==> config.mk <==
export PLATFORM = sky130hd
export DESIGN_NAME = gpio_ctrl
export DESIGN_NICKNAME = d
export VERILOG_FILES = /design/src/rtl/gpio_pkg.sv /design/src/rtl/gpio_sync_edge.sv /design/src/rtl/gpio_ctrl.sv
export SDC_FILE = /design/constraint.sdc
export NUM_CORES = 1
export LEC_CHECK = 0
export CAP_MARGIN = 5
export CELL_PAD_IN_SITES_DETAIL_PLACEMENT = 0
export CELL_PAD_IN_SITES_GLOBAL_PLACEMENT = 1
export CORE_AREA = 10 10 109 111
export DETAILED_ROUTE_END_ITERATION = 8
export DIE_AREA = 0 0 119 121
export MAX_ROUTING_LAYER = met4
export PLACE_DENSITY = 0.88
export SETUP_SLACK_MARGIN = 0.3
export SYNTH_ARGS = -nofsm -noshare
export SYNTH_HDL_FRONTEND = slang
export SYNTH_SLANG_ARGS = --single-unit
==> constraint.sdc <==
create_clock -name clk -period 3.6 [get_ports clk]
set_clock_uncertainty 0.2 [all_clocks]
set_input_delay 0.36 -clock clk [delete_from_list [all_inputs] [get_ports clk]]
set_output_delay 0.36 -clock clk [all_outputs]
set_load 0.02 [all_outputs]
==> src/rtl/gpio_pkg.sv <==
// Shared constants for the memory-mapped GPIO block: register offsets,
// window size and bus data width.
package gpio_pkg;

    localparam int GPIO_WIN = 8;
    localparam int GPIO_DW  = 32;

    localparam logic [2:0] GPIO_DIR  = 3'd0;
    localparam logic [2:0] GPIO_MASK = 3'd1;
    localparam logic [2:0] GPIO_OUT  = 3'd2;
    localparam logic [2:0] GPIO_IN   = 3'd3;
    localparam logic [2:0] GPIO_IE   = 3'd4;
    localparam logic [2:0] GPIO_EDGE = 3'd5;
    localparam logic [2:0] GPIO_STAT = 3'd6;
    localparam logic [2:0] GPIO_RSVD = 3'd7;

endpackage

==> src/rtl/gpio_sync_edge.sv <==
// Two-flop synchroniser plus one history flop per pin; reports the
// synchronised level and single-cycle rise/fall pulses.
module gpio_sync_edge #(
    parameter int W = 8
) (
    input  logic         clk,
    input  logic         rst,
    input  logic [W-1:0] din,
    output logic [W-1:0] sync,
    output logic [W-1:0] rise,
    output logic [W-1:0] fall
);

    logic [W-1:0] s1_q, s1_d;
    logic [W-1:0] s2_q, s2_d;
    logic [W-1:0] s3_q, s3_d;

    always_comb begin
        s1_d = din;
        s2_d = s1_q;
        s3_d = s2_q;
    end

    always_ff @(posedge clk) begin
        if (rst) begin
            s1_q <= '0;
            s2_q <= '0;
            s3_q <= '0;
        end else begin
            s1_q <= s1_d;
            s2_q <= s2_d;
            s3_q <= s3_d;
        end
    end

    assign sync = s2_q;
    assign rise = s2_q & ~s3_q;
    assign fall = ~s2_q & s3_q;

endmodule

==> src/rtl/gpio_ctrl.sv <==
// GPIO peripheral on the core data port: direction/mask/output registers,
// synchronised input readback and sticky edge interrupts with W1C status.
module gpio_ctrl
    import gpio_pkg::*;
#(
    parameter int                PIN    = 8,
    parameter int                ADDR_W = 7,
    parameter logic [ADDR_W-1:0] BASE   = 7'h78
) (
    input  logic               clk,
    input  logic               rst,
    input  logic [ADDR_W-1:0]  addr,
    input  logic               wen,
    input  logic [31:0]        wdata,
    output logic [31:0]        rdata,
    input  logic [PIN-1:0]     gpio_in,
    output logic [PIN-1:0]     gpio_out,
    output logic [PIN-1:0]     gpio_oe,
    output logic               irq
);

    logic [PIN-1:0] dir_q,  dir_d;
    logic [PIN-1:0] mask_q, mask_d;
    logic [PIN-1:0] out_q,  out_d;
    logic [PIN-1:0] ie_q,   ie_d;
    logic [PIN-1:0] edge_q, edge_d;
    logic [PIN-1:0] stat_q, stat_d;

    logic [PIN-1:0] in_sync, in_rise, in_fall;
    logic [PIN-1:0] evt, clr, rd_val;
    logic           in_win, wr;
    logic [2:0]     off;

    // Only the low PIN bits of the write bus carry register data.
    logic unused_wdata;
    assign unused_wdata = ^wdata;

    gpio_sync_edge #(.W(PIN)) u_sync (
        .clk  (clk),
        .rst  (rst),
        .din  (gpio_in),
        .sync (in_sync),
        .rise (in_rise),
        .fall (in_fall)
    );

    // BASE is 8-aligned, so the window is selected by the upper address bits.
    assign in_win = (addr[ADDR_W-1:3] == BASE[ADDR_W-1:3]);
    assign off    = addr[2:0];
    assign wr     = wen && in_win;

    assign evt = ie_q & ((edge_q & in_rise) | (~edge_q & in_fall));
    assign clr = (wr && off == GPIO_STAT) ? wdata[PIN-1:0] : '0;

    always_comb begin
        dir_d  = dir_q;
        mask_d = mask_q;
        out_d  = out_q;
        ie_d   = ie_q;
        edge_d = edge_q;
        if (wr) begin
            case (off)
                GPIO_DIR:  dir_d  = wdata[PIN-1:0];
                GPIO_MASK: mask_d = wdata[PIN-1:0];
                GPIO_OUT:  out_d  = wdata[PIN-1:0];
                GPIO_IE:   ie_d   = wdata[PIN-1:0];
                GPIO_EDGE: edge_d = wdata[PIN-1:0];
                default:   ;
            endcase
        end
        // A new event outranks a simultaneous clear so no edge is lost.
        stat_d = (stat_q & ~clr) | evt;
    end

    always_ff @(posedge clk) begin
        if (rst) begin
            dir_q  <= '0;
            mask_q <= '0;
            out_q  <= '0;
            ie_q   <= '0;
            edge_q <= '0;
            stat_q <= '0;
        end else begin
            dir_q  <= dir_d;
            mask_q <= mask_d;
            out_q  <= out_d;
            ie_q   <= ie_d;
            edge_q <= edge_d;
            stat_q <= stat_d;
        end
    end

    always_comb begin
        rd_val = '0;
        case (off)
            GPIO_DIR:  rd_val = dir_q;
            GPIO_MASK: rd_val = mask_q;
            GPIO_OUT:  rd_val = out_q;
            GPIO_IN:   rd_val = in_sync;
            GPIO_IE:   rd_val = ie_q;
            GPIO_EDGE: rd_val = edge_q;
            GPIO_STAT: rd_val = stat_q;
            default:   rd_val = '0;
        endcase
        rdata = '0;
        if (in_win) rdata[PIN-1:0] = rd_val;
    end

    assign gpio_out = out_q & mask_q & dir_q;
    assign gpio_oe  = dir_q;
    assign irq      = |(stat_q & ie_q);

endmodule

Word-level counts from Yosys, hierarchy flattened

Cells that the tools add are included.

Reduce and logical (&&, ||, !) cells: 9
Equal/unequal tests: 7
Bitwise logic cells: 15
Muxes and demuxes: 3

Operators by type and width:

| kind               | count |
|---|---|
| $and 8x8->8        | 9 |
| $pmux 8 s7         | 1 |
| $not 8->8          | 4 |
| $mux 8             | 2 |
| $or 8x8->8         | 2 |
| $reduce_and 2->1   | 5 |
| $eq 3x3->1 const B | 3 |
| $reduce_or 8->1    | 1 |
| $eq 3x2->1 const B | 2 |
| $eq 4x4->1 const B | 1 |
| $eq 3x1->1 const B | 1 |
| $logic_not 3->1    | 1 |
| $logic_and 1x1->1  | 2 |

Register bits after elaboration: 72
Input port bits: 50
Output and inout bits: 49
Logic and storage cells: 43

Longest topological paths before layout

Gate-level depths: netlist of run 1.

Depth after elaboration: 7
Gate-level depth with buffers: 6
Gate-level depth less buffers: 3

Cells and area by module

From an unflattened synthesis of run 1, not the netlist that was laid out.

Cell total of the unflattened synthesis: 373
Area, all modules: 3696.0 µm²

Modules (own cells, without submodules):

| module         | times used | cells each | area an instance (µm²) | sequential area each (µm²) |
|---|---|---|---|---|
| gpio_ctrl      | 1          | 307        | 2902.8                 | 960.9 |
| gpio_sync_edge | 1          | 66         | 793.3                  | 480.5 |

Least setup slack after synthesis of run 1

Ideal clock, no wire load.

Path type: in2out
From: input addr[0]
To: output rdata[0]
Path slack: 1.355 ns
Path buffers: 3
Data arrival time: 1.685 ns
Data required time: 3.040 ns
Stages on the path: 5
Cell sequence: buf_6 -> buf_8 -> buf_2 -> or2_2 -> a311oi_1

Word-level cells in the longest chain between the ends: 3
Elaborated cells on any way between the ends: 9
Classes of those cells: eq/ne: 6; mux: 2; reduce/logical: 1

Ends and longest elaborated chain:

| what                               | line             | RTL |
|---|---|---|
| from (decl)                        | gpio_ctrl.sv:12  | `input logic [ADDR_W-1:0] addr,` |
| $eq 3x3->1 (tied with other cells) | gpio_ctrl.sv:95  | `case (off)` |
| $pmux 8 s7 *                       | gpio_ctrl.sv:95  |  |
| $mux 8 *                           | gpio_ctrl.sv:106 | `if (in_win) rdata[PIN-1:0] = rd_val;` |
| to (decl)                          | gpio_ctrl.sv:15  | `output logic [31:0] rdata,` |

Mark *: on every way between the ends. The rest lies on a longest branch, timed or not.

Final worst setup path of run 1

From: input addr[3]
To: output rdata[0]

Word-level cells in the longest chain between the ends: 2

Ends and longest elaborated chain:

| what       | line             | RTL |
|---|---|---|
| $eq 4x4->1 | gpio_ctrl.sv:48  | `assign in_win = (addr[ADDR_W-1:3] == BASE[ADDR_W-1:3]);` |
| $mux 8     | gpio_ctrl.sv:106 |  |

No other way between the ends.

==> qor.yml, run 1 <==
top_layer: "met4"
num_rows: 36
cts.sinks: 72
setup_viol: 0
period_share_pct: 87.09
irDropWorstVdd_mv: 0.2096
wire_per_inst_um: 17.92
dp_hpwl_um: 7310
drc_errors: 0
io_pins: 99
fmax_mhz: 319.0
async_reset_ff_share_pct: 0
clockBufferDepth: 2
grt_pass1_vias: 3101
met2_length_um: 4988
ys_seq_area_share_pct: 40.04
crit_type: "in2out"
final_layout_size_suffix_gt1_share_pct: 9.800
syn_area_um2: 3600
cp_common_cell: "clkdlybuf4s50_1"
cts_tree: "done"
dieArea_um2: 14400
die_x_um: 119
clk_pin_slew_ns: 0.07
grt_pass1_wl_um: 16240
cp_max_fo: 6
slew_headroom_pct: 40.84
port_buffers: 50
cap_violations: 0
place_congestion: 0.9601
reg2reg_depth: 3
whs_path_depth: 1
synth_cell_type_count: 44
synthCells: 409
power_uw: 1649
ys_warn_count: 0
power_density_nw_per_um2: 383.9
synth_ff_type: "dfxtp_1"
hold_class: "reg2reg"
die_h_um: 121
wl_um: 10430
grt_usage_pct: 14.45
p_leak_uw: 0.001484
met1_length_um: 4608
synth_seq_cells: 72
yosysTopAreaCellShare_pct: 40.04
end_kind: "output port"
initial_core_util_pct: 37.34
root_buffer: "clkbuf_8"
gr-total-overflow: 0
worstPathCellList: "clkdlybuf4s50_1 -> nand4_1 -> a31o_2 -> a311oi_1 -> clkdlybuf4s50_1"
area_delta_synth_final_pct: 19.33
core_um2: 9639
tns_ns: 0
max_stage_delay_ns: 0.68
route.met3.wl_um: 695
hold_viol_final: 0
cpMaxStageDelayCell: "clkdlybuf4s50_1"
grt_max_degree: 73
post_cts_buffers: 0
drt_iter0_drc: 264
drtPass1Iterations: 4
vias: 3256
finalNetCount: 495
ctsHoldBuffers: 0
rsz0062_at_grt: "false"
final_antenna_net_count: 0
synthTopCellsByArea: "dfxtp_1 40%, nand3_1 5.8%, a21oi_1 5.7%"
cp.required_ns: 3.04
synth_top_cell_by_area: "dfxtp_1"
synth_edf_count: 0
startpoint_type: "primary input"
syn_avg_cell_area_um2: 8.801
outcome: "finished, final reports clean"
htreeDepth: 3
timing.final.crit_period_ns: 3.135
arrival_ns: 2.58
cts_buffers: 9
insertion_delay_ns: 0.35
finalMaxSlewViolations: 0
viasPerCell: 5.595
antenna_found_initial: 0
worst_pin_slew_ns: 0.8875
n_antenna_cell: 0
==> cell usage after synthesis (9+ instances only) <==
master,count
o21ai_0,40
a311oi_1,11
nor2b_1,25
a21oi_1,41
nand2_1,13
nand3_1,42
mux2_2,9
inv_1,10
buf_4,25
clkbuf_1,20
dfxtp_1,72
and3_1,9
==> worst max-delay path: cells and delay by family <==
family / cells / cell delay (ns)
buf+inv: 2 / 1.25
compound gates: 2 / 0.68
simple gates: 1 / 0.28
==> metrics by stage <==
step           hold WS [ns]  area (um^2)  setup slack, ns  util, %  std cells
2_1_floorplan        0.2138         3686            1.355        -        432
3_3_place_gp         0.2230         4091           0.3767    42.45        567
3_5_place_dp         0.2260         4091           0.3560    42.45        567
4_1_cts              0.2440         4293           0.3419    44.54        582
5_1_grt              0.2620         4295           0.4113    44.56        582
6_report             0.2432         4295           0.4648    44.56        582
==> area by class of cell <==
type / instances / area, um^2
Clock inverter: 4 / 70.07
Tap cell: 133 / 166.4
Multi-Input combinational cell: 292 / 1851
Sequential cell: 72 / 1441
Clock buffer: 11 / 131.4
Inverter: 10 / 37.54
Timing Repair Buffer: 60 / 598.1
Fill cell: 992 / 5344
==> power by group <==
group	internal, uW	leakage (uW)	switching [uW]
Combinational	55.8	0.000797	99.3
Clock	385	0.000103	295
Sequential	808	0.000584	6.79
Total	1250	0.00148	401
==> layout by cell type, fill, tap and decap left out, types with 4 or more instances in the layout <==
cell,netlist,layout
a21oi_1,41,41
a22oi_1,5,5
a311oi_1,11,11
a31o_1,5,5
a31o_2,4,4
and3_1,9,9
buf_4,25,8
clkbuf_8,0,9
clkdlybuf4s50_1,0,48
conb_1,1,24
dfxtp_1,72,72
inv_1,10,10
mux2_2,9,9
mux2i_1,6,6
nand2_1,13,13
nand2b_1,8,8
nand3_1,42,42
nor2_1,6,6
nor2b_1,25,25
o21ai_0,40,40
o22ai_1,8,8
==> worst paths after layout <==
kind | start | end | slack, ns
max | addr[3] | rdata[0] | 0.46
min | u_sync.s1_q[4]$_SDFF_PP0_ | u_sync.sync[4]$_SDFF_PP0_ | 0.24
max reg2reg | edge_q[2]$_SDFFE_PP0P_ | stat_q[2]$_SDFF_PP0_ | 2.47
min reg2reg | u_sync.s1_q[4]$_SDFF_PP0_ | u_sync.sync[4]$_SDFF_PP0_ | 0.24
==> registers in the layout, summed over array words and instances, names as in the netlist <==
| register | count |
|---|---|
| mask_q | 8 |
| edge_q | 8 |
| u_sync.s3_q | 8 |
| gpio_oe | 8 |
| stat_q | 8 |
| ie_q | 8 |
| out_q | 8 |
| u_sync.sync | 8 |
| u_sync.s1_q | 8 |
==> kinds of logic (layout without fill, tap and decap cells) <==
kind of cell | after synthesis | in the layout | share of synthesized area, %
compound gates | 126 | 126 | 21.17
simple gates | 123 | 123 | 20.44
flops | 72 | 72 | 40.04
buf+inv | 68 | 85 | 10.95
mux | 19 | 19 | 7.299
other cells | 1 | 24 | 0.1042
==> per-layer routing <==
| metal | track usage [%] | up-vias |
|---|---|---|
| met2 | 22.58 | 121 |
| li1 | - | 1522 |
| met4 | 4.351 | 0 |
| met1 | 17.57 | 1600 |
| met3 | 4.421 | 13 |
| met5 | - | - |
==> timing repair <==
item / CTS / global route
setup endpoints to repair: 0 / 4
hold endpoints to repair: 0 / 0
resized for setup: 0 / 1
Note: power is estimated with default switching activity, not from simulation.
==> run 2, diff against run 1 <==
Settings changed: ABC_AREA from default to 1, CTS_CLUSTER_DIAMETER from default to 30, PLACE_DENSITY 0.88 to 0.89.
==> qor.yml, run 2 <==
outcome: "finished, final reports clean"
synthTopCellsByArea: "dfxtp_1 42%, nor2_1 15%, o21ai_0 9.9%"
synth_top_cell_by_area: "dfxtp_1"
rrSetupSlack_ns: 2.52  # +0.05 ns
crit_start: "addr[2]"
root_buffer: "clkbuf_8"
finalMaxSlewViolations: 0  # unchanged
fill_cells: 1020  # +2.8%
cp_max_fo: 11  # +5
die_h_um: 121  # unchanged
final_layout_size_suffix_gt1_share_pct: 6.909  # -2.9 points
hold_viol_final: 0  # unchanged
yosysMostFrequentCell: "nor2_1"
async_reset_ff_share_pct: 0  # unchanged
seqCellArea_um2: 1441  # unchanged
final_antenna_net_count: 0  # unchanged
fin_ws_ns: 0.7123  # +0.2475 ns
place_inst: 667  # +18%
insertion_delay_ns: 0.35  # about the same
n_antenna_cell: 0  # unchanged
ctsHoldBuffers: 0  # unchanged
crit_type: "in2out"
cp_common_cell: "nand2_1"
dieArea_um2: 14400  # unchanged
worstPathCellList: "dlymetal6s2s_1 -> buf_4 -> nand3_1 -> inv_2 -> nand2_1 -> nand2_1 -> nor2_1 -> a21oi_1 -> clkdlybuf4s50_1"
cap_violations: 0  # unchanged
max_stage_delay_ns: 0.65  # -0.03 ns
hold_ws_ns: 0.2010  # -0.04222 ns
p_leak_uw: 0.001673  # +13%
wl_um: 9703  # -7.0%
dp_slack_ns: 0.3506  # -0.005384 ns
multi_input_area_um2: 1584  # -14%
ys_warn_count: 0  # unchanged
end_kind: "output port"
ys_seq_area_share_pct: 42.11  # +2.1 points
layoutNonFillerInstCount: 683  # +17%
fmax_mhz: 346.3  # +8.6%
crit_buf_inv: 4  # +2
drtPass1Iterations: 5  # +1
arrival_ns: 2.33  # -0.25 ns
synth_edf_count: 0  # unchanged
cpMaxStageDelayCell: "clkdlybuf4s50_1"
grt_pass1_wl_um: 16030  # -1.3%
synth_ff_type: "dfxtp_1"
wire_per_inst_um: 14.21  # -21%
viasPerCell: 4.660  # -17%
r2r-end: "stat_q[6]$_SDFF_PP0_"
timing.final.crit_period_ns: 2.888  # -0.2475 ns
timing.rr.start: "u_sync.sync[6]$_SDFF_PP0_"
setup_viol: 0  # unchanged
die_x_um: 119  # unchanged
htreeDepth: 3  # unchanged
num_rows: 36  # unchanged
yosys-top-cells-count: "136 x nor2_1, 72 x dfxtp_1, 68 x o21ai_0"
path_delay_family: "buffers and inverters"
finalNetCount: 595  # +20%
syn_area_um2: 3423  # -4.9%
port_buffers: 50  # unchanged
cp.required_ns: 3.04  # about the same
synthCells: 497  # +22%
io_pins: 99  # unchanged
hold_class: "reg2reg"
core_um2: 9639  # unchanged
grt_max_degree: 41  # -44%
holdCritStartpoint: "u_sync.s1_q[1]$_SDFF_PP0_"
area_delta_synth_final_pct: 20.87
tns_ns: 0  # unchanged
yosysTopAreaCellShare_pct: 42.11  # +2.1 points
drc_errors: 0  # unchanged
final_cell_mix: "136 x nor2_1, 72 x dfxtp_1, 68 x o21ai_0"
clockBufferDepth: 2  # unchanged
startpoint_type: "primary input"
period_share_pct: 80.21  # -6.9 points
rsz0062_at_grt: "false"
gr-total-overflow: 0  # unchanged
cts_tree: "done"
layout_commonest_cell: "nor2_1"
grt_pass1_vias: 3132  # +1.0%
vias: 3183  # -2.2%
setup.worst_path.end: "rdata[7]"
clk_pin_slew_ns: 0.07  # about the same
syn_avg_cell_area_um2: 6.888  # -22%
worst_pin_slew_ns: 1.116  # +0.2283 ns
initial_core_util_pct: 35.51  # -1.8 points
grt_usage_pct: 14.03  # -0.42 points
drt_iter0_drc: 288  # +9.1%
antenna_found_initial: 0  # unchanged
irDropWorstVdd_mv: 0.1497  # -29%
synth_seq_cells: 72  # unchanged
slew_headroom_pct: 25.54  # -15 points
cts_buffers: 9  # unchanged
crit_cells: 9  # +4
place_congestion: 0.8848  # -7.8%
synth_cell_type_count: 20  # -55%
power_density_nw_per_um2: 376.8  # -1.8%
post_cts_buffers: 0  # unchanged
dp_hpwl_um: 6892  # -5.7%
cts.sinks: 72  # unchanged
reg2reg_depth: 4  # +1
power_uw: 1559  # -5.4%
[run 2: cells by family (layout without fill, tap and decap cells)]
kind of cell    count (synthesis)  after routing  synth area share [%]
simple gates                  235            235                 30.30
buf+inv                       100            130                 14.14
compound gates                 89             89                 13.34
flops                          72             72                 42.11
other cells                     1             24                0.1095
[run 2: power by group]
| part | switching (uW) | internal (uW) | total [uW] |
|---|---|---|---|
| sequential | 4.90 | 809 | 813 |
| combinational | 89.7 | 38.7 | 128 |
| clock | 300 | 317 | 617 |
| total | 395 | 1160 | 1560 |
[run 2: layout make-up]
class,instances,area share (%)
clock buffer,12,3.266
clock inverter,4,1.089
inverter,60,5.503
multi-input combinational,348,38.28
sequential,72,34.84
tap,133,4.022
timing repair buffer,54,13.00
[run 2: layer usage]
layer  track usage, %  vias up  wire length [um]
met1            16.70     1419              4387
met4            6.870        0               161
met2            21.92      122              4492
met3            3.257       14               660
li1                 -     1628                 -
met5                -        -                 0
[run 2: worst min-delay path, delay by kind of cell, from the launching register on]
family,cells,cell delay [ns]
flops,1,0.30
buf+inv,1,0.04
simple gates,1,0.03
[run 2: worst min path at each step]
stage / to / slack [ns] / cells after the start
2_1_floorplan: u_sync.sync[0]$_SDFF_PP0_ / 0.19 / 2
5_1_grt: u_sync.sync[7]$_SDFF_PP0_ / 0.22 / 2
4_1_cts: u_sync.sync[5]$_SDFF_PP0_ / 0.20 / 2
6_report: u_sync.sync[1]$_SDFF_PP0_ / 0.20 / 2
3_3_place_gp: u_sync.sync[3]$_SDFF_PP0_ / 0.19 / 2
3_5_place_dp: u_sync.sync[7]$_SDFF_PP0_ / 0.19 / 2
[run 2: what timing repair did]
item	CTS	global route
endpoints found under the setup margin	0	6
gates resized for setup	0	4
endpoints found under the hold margin	0	0
[run 2: stage by stage]
stage | area (um^2) | util, %
3_5_place_dp | 3948 | 40.95
3_3_place_gp | 3948 | 40.95
6_report | 4138 | 42.93
5_1_grt | 4138 | 42.93
2_1_floorplan | 3510 | -
4_1_cts | 4128 | 42.82
==> run 3, diff against run 2 <==
Settings changed: CORE_AREA 10 10 109 111 to 10 10 113 115, DIE_AREA 0 0 119 121 to 0 0 123 125, PLACE_DENSITY 0.89 to 0.84.
Clock period 3.6 ns to 2.7 ns, I/O delays scaled along.
==> qor.yml, run 3 (synthesized netlist as in run 2, its figures left out) <==
vias: 3189  # +0.19%
busiest_layer: "met2"
htreeDepth: 3  # unchanged
power_uw: 2103  # +35%
finalMaxSlewViolations: 0  # unchanged
dp_hpwl_um: 7196  # +4.4%
drc_errors: 0  # unchanged
grt_pass1_wl_um: 15240  # -4.9%
port_buffers: 50  # unchanged
fmax_mhz: 440.7
rsz0062_at_grt: "true"
power_density_nw_per_um2: 489.5  # +30%
stdcell_area_um2: 4295  # +3.8%
r2r-end: "stat_q[3]$_SDFF_PP0_"
finalNetCount: 617  # +3.7%
grtUsageMet2_pct: 19.35  # -2.6 points
whs_path_depth: 2  # unchanged
cts_tree: "done"
n_antenna_cell: 0  # unchanged
cap_violations: 0  # unchanged
setup_viol: 0  # unchanged
io_pins: 99  # unchanged
dpl_cell_area_um2: 4131  # +4.7%
root_buffer: "clkbuf_8"
reg2reg_depth: 4  # unchanged
p_leak_uw: 0.001770  # +5.8%
clk_pin_slew_ns: 0.07  # about the same
holdPathEnd: "u_sync.sync[5]$_SDFF_PP0_"
arrival_ns: 1.80  # -0.53 ns
wire_per_inst_um: 13.35  # -6.1%
grtUsageMet1_pct: 15.84  # -0.86 points
grt_max_degree: 41  # unchanged
final_antenna_net_count: 0  # unchanged
timing.rr.start: "u_sync.sync[3]$_SDFF_PP0_"
area_delta_synth_final_pct: 25.48
rrSetupSlack_ns: 1.61  # -0.91 ns
period_share_pct: 84.04
insertion_delay_ns: 0.34  # about the same
drt_iter0_drc: 224  # -22%
wl_um: 9489  # -2.2%
outcome: "finished, final reports clean"
startpoint_type: "primary input"
irDropWorstVdd_mv: 0.2218  # +48%
place_congestion: 0.8711  # -1.5%
drtPass1Iterations: 4  # -1
holdCritStartpoint: "u_sync.s1_q[5]$_SDFF_PP0_"
hold_ws_ns: 0.2004  # -0.0006610 ns
crit_type: "in2out"
dieArea_um2: 15380  # +6.8%
grt_pass1_vias: 3011  # -3.9%
layout_commonest_cell: "nor2_1"
grt_util_met3_pct: 2.565  # -0.69 points
fill_cells: 1133  # +11%
final_layout_size_suffix_gt1_share_pct: 12.08  # +5.2 points
grt_usage_pct: 12.57  # -1.5 points
end_kind: "output port"
timing.final.crit_period_ns: 2.269
hold_class: "reg2reg"
initial_core_util_pct: 32.29  # -3.2 points
core_um2: 10600  # +10%
antenna_found_initial: 0  # unchanged
cp_max_fo: 9  # -2
die_h_um: 125  # +3.3%
die_x_um: 123  # +3.4%
final_cell_mix: "136 x nor2_1, 72 x dfxtp_1, 66 x o21ai_0"
gr-total-overflow: 0  # unchanged
tns_ns: 0  # unchanged
cp.required_ns: 2.23  # -0.81 ns
cts_buffers: 9  # unchanged
cts.sinks: 72  # unchanged
viasPerCell: 4.485  # -3.8%
num_rows: 38  # +5.6%
hold_viol_final: 0  # unchanged
clockBufferDepth: 2  # unchanged
ctsHoldBuffers: 0  # unchanged
-- run 3: cell types whose count changed in the layout (fill, tap and decap cells not counted), moves of 2 or more --
| cell | delta |
|---|---|
| buf_12 | +2 |
| buf_2 | +3 |
| buf_4 | +20 |
| clkbuf_1 | -2 |
| clkbuf_2 | +5 |
| clkdlybuf4s50_1 | -7 |
| clkinv_2 | -2 |
| clkinvlp_4 | +2 |
| dlygate4sd2_1 | +2 |
| dlymetal6s2s_1 | -3 |
| o21ai_0 | -2 |
| o21ai_1 | +2 |
-- run 3: cell type report --
type                            count  area, um^2  share of cell area, %
Clock buffer                       10       127.6                  2.971
Inverter                           60       225.2                  5.243
Clock inverter                      5       58.81                  1.369
Tap cell                          140       175.2                  4.078
Timing Repair Buffer               76       678.2                  15.79
Sequential cell                    72        1441                  33.56
Multi-Input combinational cell    348        1589                  36.99
-- run 3: routing by layer --
metal,share of wire (%),wire [um]
met3,5.8,551
met1,46,4369
met2,47,4427
met5,0,0
met4,1.5,140
-- run 3: per-stage QoR --
step	utilization (%)	cells	setup WS (ns)
final	40.51	711	0.4311
after global routing	40.51	711	0.2979
after CTS	40.77	709	0.3064
after detailed placement	38.97	694	-0.1263
after global placement	38.97	694	-0.1126
after floorplan	-	520	0.8993
-- run 3: worst max-delay path, stage by stage --
cell             delay (ns)
clkdlybuf4s50_1        0.45
buf_4                  0.18
nand3_2                0.21
o21ai_0                0.20
nor2_1                 0.07
a21oi_1                0.20
clkbuf_2               0.21
-- run 3: repair_timing --
| action | 4_1_cts | 5_1_grt |
|---|---|---|
| gates resized for setup | 21 | 11 |
| buffers inserted | 0 | 2 |
| endpoints found under the setup margin | 8 | 8 |
| pin swaps | 0 | 0 |
-- run 3: power breakdown --
group | internal [uW] | switching (uW)
registers | 1080 | 6.45
logic | 72.4 | 122
clock network | 422 | 402
-- run 3: worst max path at each step --
stage,to,startpoint,cells after the start,slack [ns]
floorplan,rdata[4],addr[0],7,0.90
global placement,rdata[3],addr[1],7,-0.11
detailed placement,rdata[5],addr[1],7,-0.13
CTS,rdata[7],addr[0],10,0.31
global route,rdata[0],addr[0],11,0.30
finish,rdata[3],addr[0],7,0.43
